<file path="config.mk">
export PLATFORM = sky130hd
export DESIGN_NAME = pe_fios_seq
export DESIGN_NICKNAME = d
export VERILOG_FILES = /design/src/rtl/pe_fios_seq.sv
export SDC_FILE = /design/constraint.sdc
export NUM_CORES = 2
export LEC_CHECK = 0
export BUFFER_PORTS_ARGS = -buffer_cell sky130_fd_sc_hd__clkbuf_2
export CORE_MARGIN = 2
export CORE_UTILIZATION = 35
export CTS_CLUSTER_DIAMETER = 120
export DETAILED_ROUTE_END_ITERATION = 7
export HOLD_SLACK_MARGIN = 0.05
export PLACE_DENSITY_LB_ADDON = 0.12
export SYNTH_ARGS = -nofsm -noshare
export SYNTH_HDL_FRONTEND = slang
export SYNTH_SLANG_ARGS = --single-unit
export TNS_END_PERCENT = 100
</file>
<file path="constraint.sdc">
create_clock -name clock_i -period 16.1 [get_ports clock_i]
set_input_delay 3.22 -clock clock_i [delete_from_list [all_inputs] [get_ports clock_i]]
set_output_delay 3.22 -clock clock_i [all_outputs]
set_load 0.01 [all_outputs]
</file>
<file path="src/rtl/pe_fios_seq.sv">
// Sequential FIOS Montgomery processing element: one outer iteration
// (fixed a_i) over NWORDS streamed words of b, p and t.
module pe_fios_seq #(
    parameter int WIDTH    = 17,
    parameter int NWORDS   = 8,
    parameter int MULT_LAT = 3
) (
    input  logic             clock_i,
    input  logic             reset_n_i,
    input  logic             start_i,
    input  logic [WIDTH-1:0] a_i,
    input  logic [WIDTH-1:0] p_prime_0_i,
    input  logic             in_valid_i,
    output logic             in_ready_o,
    input  logic [WIDTH-1:0] in_b_i,
    input  logic [WIDTH-1:0] in_p_i,
    input  logic [WIDTH-1:0] in_t_i,
    output logic             out_valid_o,
    output logic [WIDTH-1:0] out_t_o,
    output logic             out_top_o,
    output logic             busy_o,
    output logic             done_o
);

    localparam int XW = 2 * WIDTH + 2;
    localparam int JW = $clog2(NWORDS);
    localparam int CW = (MULT_LAT > 1) ? $clog2(MULT_LAT) : 1;

    localparam logic [CW-1:0] CNT_INIT = CW'(MULT_LAT - 1);
    localparam logic [JW-1:0] J_LAST   = JW'(NWORDS - 1);

    typedef enum logic [2:0] {
        IDLE,
        WAIT_W,
        CALC_X0,
        CALC_M,
        ACC,
        LAST,
        DONE
    } state_t;

    state_t state;
    state_t state_next;

    logic [WIDTH-1:0] a_q;
    logic [WIDTH-1:0] pp0_q;
    logic [WIDTH-1:0] m_q;
    logic [WIDTH-1:0] b_q;
    logic [WIDTH-1:0] p_q;
    logic [WIDTH-1:0] t_q;
    logic [XW-1:0]    x0_q;
    logic [WIDTH:0]   carry_q;
    logic [JW-1:0]    j_q;
    logic [CW-1:0]    cnt_q;

    logic             cnt_zero;
    logic [XW-1:0]    ab;
    logic [XW-1:0]    x0_calc;
    logic [WIDTH-1:0] m_calc;
    logic [XW-1:0]    xm_calc;
    logic [XW-1:0]    x_acc;
    logic             unused_msb;

    assign cnt_zero = (cnt_q == '0);

    // Operands are stable for the whole stage; result is taken on the
    // last cycle of the MULT_LAT-cycle window.
    assign ab      = XW'(a_q) * XW'(b_q);
    assign x0_calc = XW'(t_q) + ab;
    assign m_calc  = x0_q[WIDTH-1:0] * pp0_q;
    assign xm_calc = x0_q + XW'(m_calc) * XW'(p_q);
    assign x_acc   = XW'(t_q) + ab + XW'(m_q) * XW'(p_q) + XW'(carry_q);

    assign unused_msb = ^{xm_calc[XW-1], x_acc[XW-1]};

    always_ff @(posedge clock_i) begin
        if (!reset_n_i) begin
            state <= IDLE;
        end else begin
            state <= state_next;
        end
    end

    always_comb begin
        state_next  = state;
        in_ready_o  = 1'b0;
        out_valid_o = 1'b0;
        out_t_o     = '0;
        out_top_o   = 1'b0;
        done_o      = 1'b0;
        busy_o      = (state != IDLE);
        unique case (state)
            IDLE: begin
                if (start_i) begin
                    state_next = WAIT_W;
                end
            end
            WAIT_W: begin
                in_ready_o = 1'b1;
                if (in_valid_i) begin
                    state_next = (j_q == '0) ? CALC_X0 : ACC;
                end
            end
            CALC_X0: begin
                if (cnt_zero) begin
                    state_next = CALC_M;
                end
            end
            CALC_M: begin
                if (cnt_zero) begin
                    state_next = WAIT_W;
                end
            end
            ACC: begin
                if (cnt_zero) begin
                    out_valid_o = 1'b1;
                    out_t_o     = x_acc[WIDTH-1:0];
                    state_next  = (j_q < J_LAST) ? WAIT_W : LAST;
                end
            end
            LAST: begin
                out_valid_o = 1'b1;
                out_t_o     = carry_q[WIDTH-1:0];
                out_top_o   = carry_q[WIDTH];
                state_next  = DONE;
            end
            DONE: begin
                done_o     = 1'b1;
                state_next = IDLE;
            end
            default: begin
                state_next = IDLE;
            end
        endcase
    end

    always_ff @(posedge clock_i) begin
        if (!reset_n_i) begin
            j_q     <= '0;
            carry_q <= '0;
            cnt_q   <= '0;
            b_q     <= '0;
            p_q     <= '0;
            t_q     <= '0;
            x0_q    <= '0;
        end else begin
            unique case (state)
                IDLE: begin
                    if (start_i) begin
                        j_q     <= '0;
                        carry_q <= '0;
                    end
                end
                WAIT_W: begin
                    if (in_valid_i) begin
                        b_q   <= in_b_i;
                        p_q   <= in_p_i;
                        t_q   <= in_t_i;
                        cnt_q <= CNT_INIT;
                    end
                end
                CALC_X0: begin
                    if (cnt_zero) begin
                        x0_q  <= x0_calc;
                        cnt_q <= CNT_INIT;
                    end else begin
                        cnt_q <= cnt_q - CW'(1);
                    end
                end
                CALC_M: begin
                    if (cnt_zero) begin
                        carry_q <= xm_calc[2*WIDTH:WIDTH];
                        j_q     <= JW'(1);
                    end else begin
                        cnt_q <= cnt_q - CW'(1);
                    end
                end
                ACC: begin
                    if (cnt_zero) begin
                        carry_q <= x_acc[2*WIDTH:WIDTH];
                        j_q     <= j_q + JW'(1);
                    end else begin
                        cnt_q <= cnt_q - CW'(1);
                    end
                end
                default: begin
                end
            endcase
        end
    end

    // Operand and quotient registers are always written before use.
    always_ff @(posedge clock_i) begin
        if (state == IDLE && start_i) begin
            a_q   <= a_i;
            pp0_q <= p_prime_0_i;
        end
        if (state == CALC_M && cnt_zero) begin
            m_q <= m_calc;
        end
    end

endmodule

</file>
; ---- Word level (Yosys, flattened, before mapping)
; Cells that the tools add are included.
[classes]
addsub = 6
mul = 4
magnitude_cmp = 1
n_eq_ne = 12
n_mux = 26
n_reduce_logical = 14
[op_table]
columns = cell, n
row1 = multiplier 17 x 17 -> 34 bit, 3
row2 = adder 35 x 34 -> 35 bit, 2
row3 = two-way mux 18 bit, 3
row4 = one-hot mux 18 bit (3 select lines), 1
row5 = adder 17 x 34 -> 35 bit, 1
row6 = adder 35 x 18 -> 35 bit, 1
row7 = one-hot mux 17 bit (2 select lines), 1
row8 = two-way mux 3 bit, 9
row9 = one-hot mux 3 bit (6 select lines), 1
row10 = multiplier 17 x 17 -> 17 bit, 1
row11 = two-way mux 17 bit, 1
row12 = "inequality test 2 bit, second input constant", 6
row13 = "== test 3 bit, second input constant", 3
row14 = one-hot mux 3 bit (3 select lines), 1
row15 = nonzero test 3 bit, 3
row16 = "== test 3 x 2 -> 1 bit, second input constant", 2
row17 = logical NOT 3 bit, 2
row18 = two-way mux 2 bit, 3
row19 = one-hot mux 2 bit (3 select lines), 1
row20 = AND reduction 5 bit, 1
row21 = two-way mux 1 bit, 4
row22 = AND reduction 2 bit, 2
row23 = AND reduction 4 bit, 1
row24 = "adder 3 x 1 -> 3 bit, second input constant", 1
row25 = 8 further kinds, 9
[totals]
reg_bits = 163
inputBits = 89
out_inout_bits = 22

; ---- Longest topological paths before layout
[depth]
ltp_word = 6
mapped_depth = 46
depth_no_buf = 43

; ---- Worst setup path before layout
; No wires, ideal clock.
[synth_path]
kind = register to output
startpoint = reg a_q[10]
endpoint = out out_t_o[16]
arrival_ns = 8.143
t_required_ns = 12.880
setup_slack_ns = 4.737
path_stages_with_launch = 30
path_cell_list = edfxtp_1 clkbuf_1 clkbuf_1 nand2_1 fa_1 inv_1 fa_1 fa_1 inv_1 fa_1 fa_1 inv_1 fa_1 ha_1 a21o_1 a31oi_1 xnor2_1 fa_1 fa_1 inv_1 fa_1 inv_1 fa_1 ha_1 a21o_1 a31oi_1 o21bai_1 a21oi_1 xor2_1 o21ai_1
[synth_between]
elab_chain_cells = 6
[synth_rtl]
columns = item, line
row1 = "start, declared", 45  ; logic [WIDTH-1:0] a_q;
row2 = "start signal, assigned", 195  ; a_q <= a_i;
row3 = multiplier 17 x 17 -> 34 bit, 68  ; assign ab = XW'(a_q) * XW'(b_q);
row4 = adder 17 x 34 -> 35 bit, n/a
row5 = net x0_calc[13], 58  ; logic [XW-1:0] x0_calc;
row6 = adder 35 x 34 -> 35 bit, 72  ; assign x_acc = XW'(t_q) + ab + XW'(m_q) * XW'(p_q) + XW'(carry_q);
row7 = adder 35 x 18 -> 35 bit, 72
row8 = two-way mux 17 bit, 115  ; if (cnt_zero) begin
row9 = one-hot mux 17 bit (2 select lines), 92  ; unique case (state)
row10 = "end, declared", 19  ; output logic [WIDTH-1:0] out_t_o,
; The timed path passes the listed nets, and every way through them passes these cells.

; ---- Worst setup path in the final report
[layout_path]
startpoint = reg a_q[6]
endpoint = out out_t_o[16]
; The elaborated chain is that of the path after synthesis.

==> metrics.cfg <==
[layout]
final_nets=6028
n_antenna_cell=0
fin_area_mm2=0.0442
final_cell_mix=1151 x inv_1, 867 x fa_1, 794 x nand2_1, 388 x and2_1, 382 x ha_1
layout-drive-gt1-share=0.0491
final_common_cell=inv_1
fin_util=0.376
syn_to_final_growth_pct=6.76

[setup_path]
crit_buf_inv=7
arrival_ns=9.73
slowest_stage=edfxtp_1
path_class=flip-flop to output port
critPathRequiredTime_ns=12.88
worst_setup_path_start_kind=flip-flop
slowest_delay_ns=0.68
worst_path_dominant_cell_family=adder cells
critical_path.most_common_cell=fa_1
critPathCaptureType=output port
worstPathMaxFanout=17

[placement]
gp_congestion=0.859
dpl_cell_area_mm2=0.0436
port_buffers=110
dp_hpwl_mm=97.4

[pwr]
vdd.ir_drop.worst_mv=0.178
power_mw=6.41
leakage_nw=21.6
p_per_area_mw_per_mm2=145

[cts]
root_buffer=clkbuf_16
numCtsBuffers=17
cts_buffer_depth=2
cts_tree=yes
htreeDepth=4
cts_setup_buffers=0
cts.sinks=163
clkTransAtPathRegs_ns=0.08
cts.repair.resized=0
clk_latency_ns=0.56
ctsHoldBuffers=0

[grt]
first_global_vias=32900
grt_max_degree=57
grt_pass1_wl_mm=195
grt_use_total=0.213
grt_overflow_total=0
antenna_found_initial=6

[floorplanning]
initial_core_util=0.352
rows=126
die_h_um=348
coreArea_mm2=0.118
die_w_um=348
dieArea_mm2=0.121
io-pin-count=111

[drt]
drtIter0Drc=1518
ant_nets=0
wirelength_mm=123
wl_per_cell_um=19.6
met3WireLength_mm=5.67
drt_first_pass_iters=5
top_layer=met5
drc=0
viasPerCell=4.84
dr_total_vias=30200
met1_length_mm=54.8
dr_wl_met2_mm=58.8

[sta]
setup_viol=0
fmax_mhz=77.2
fin_crit_sh=0.804
drv_slew=0
tns_ns=0
worst_pin_slew_ns=1.09
period_needed_ns=12.95
slew_headroom=0.265
fin_worst_skew_ns=0.0323
rsz0062_at_grt=false
final-hold-violation-count=0
holdWs_ns=0.456

[synth]
yosysWarningCount=0
async_flop_share=0
synth_edf_count=51
yosysSeqAreaShare=0.0912
syn_avg_cell_area_um2=8.78
synth_nets=6053
synth-main-ff-cell=dfxtp_1
yosys.cell_types.count=75
syn_area_mm2=0.0414
synth_cells=4715
synth-seq-cells=163

[outcome]
status=finished clean

[job]
cap_violations=0

[min_path]
hold_path_class=flip-flop to flip-flop

[state kept, by name (all words and copies together) (netlist names)]
name / cells
b_q: 17
a_q: 17
carry_q: 18
pp0_q: 17
j_q: 3
x0_q: 35
p_q: 17
t_q: 17
m_q: 17
state: 3
cnt_q: 2
[final timing paths]
path	startpoint	slack (ns)	endpoint	cells after the start
max	a_q[6]	3.15	out_t_o[16]	32
min	b_q[16]	0.46	b_q[16]	2
max reg2reg	x0_q[4]	4.27	carry_q[14]	38
min reg2reg	b_q[16]	0.46	b_q[16]	2
[cell type report]
class                      instances  area [um2]
clock inverter                    15         185
fill                           12300       73400
sequential                       163        3770
clock buffer                      17         425
tap                             1536        1920
timing repair buffer             178        1060
inverter                        1154        4340
multi-input combinational       3176       32500
[tightest hold or removal path: cells and delay by family (launching register included)]
| family | cells | cell delay (ns) |
|---|---|---|
| flip-flops | 1 | 0.31 |
| AND/OR/NAND/NOR | 1 | 0.05 |
| AO/OA/AOI/OAI | 1 | 0.05 |
[Yosys cell counts, types with 5 or more instances]
library cell / number / area, um2
a211oi_1: 17 / 128
a31oi_1: 17 / 106
dfxtp_1: 112 / 2240
and2_1: 390 / 2440
ha_1: 382 / 4780
and3_1: 27 / 169
o21bai_1: 17 / 128
clkbuf_1: 212 / 796
a22oi_1: 5 / 37.5
o211ai_1: 12 / 90.1
a221oi_1: 10 / 87.6
nand2b_1: 6 / 37.5
xnor2_1: 81 / 709
nor3b_1: 28 / 210
a21oi_1: 150 / 751
xor2_1: 28 / 245
buf_1: 5 / 18.8
nor2b_1: 15 / 93.8
nor2_1: 68 / 255
o21ai_1: 24 / 120
o21ai_0: 41 / 205
nand3_1: 23 / 115
or3b_1: 9 / 78.8
inv_1: 1151 / 4320
a22o_1: 7 / 61.3
edfxtp_1: 51 / 1530
mux2i_1: 5 / 50.1
nand4_1: 10 / 62.6
o21a_1: 12 / 90.1
a21o_1: 39 / 293
nor3_1: 22 / 110
nand2_1: 795 / 2980
fa_1: 867 / 17400
or3_1: 8 / 50.1
[per-stage QoR]
stage / setup WS (ns) / cells
6_report: 3.15 / 6239
5_1_grt: 2.62 / 6239
4_1_cts: 3.12 / 6239
3_5_place_dp: 3.80 / 6207
3_3_place_gp: 3.79 / 6207
2_1_floorplan: 4.74 / 4715
[metal layers]
metal / vias to the layer above / track usage
met5: - / 0
met4: 4 / 0.0588
met3: 129 / 0.0321
met2: 588 / 0.361
met1: 15600 / 0.284
li1: 13900 / -
[power by group]
group / switching (mW) / leakage (nW) / internal [mW]
Clock: 0.251 / 0.293 / 0.210
Sequential: 0.203 / 1.39 / 0.526
Combinational: 3.31 / 19.9 / 1.91
[cells by family (layout without fill, tap and decap cells)]
kind of cell | count (synthesis) | count (layout) | share of synthesized area
adder cells (fa/ha/maj) | 1249 | 1249 | 0.535
multiplexers | 6 | 6 | 0.00148
flip-flops | 163 | 163 | 0.0912
XOR/XNOR | 110 | 110 | 0.0236
buffers and inverters | 1376 | 1364 | 0.125
AO/OA/AOI/OAI | 397 | 397 | 0.0611
AND/OR/NAND/NOR | 1414 | 1414 | 0.162
(Power assumes the default switching activity.)
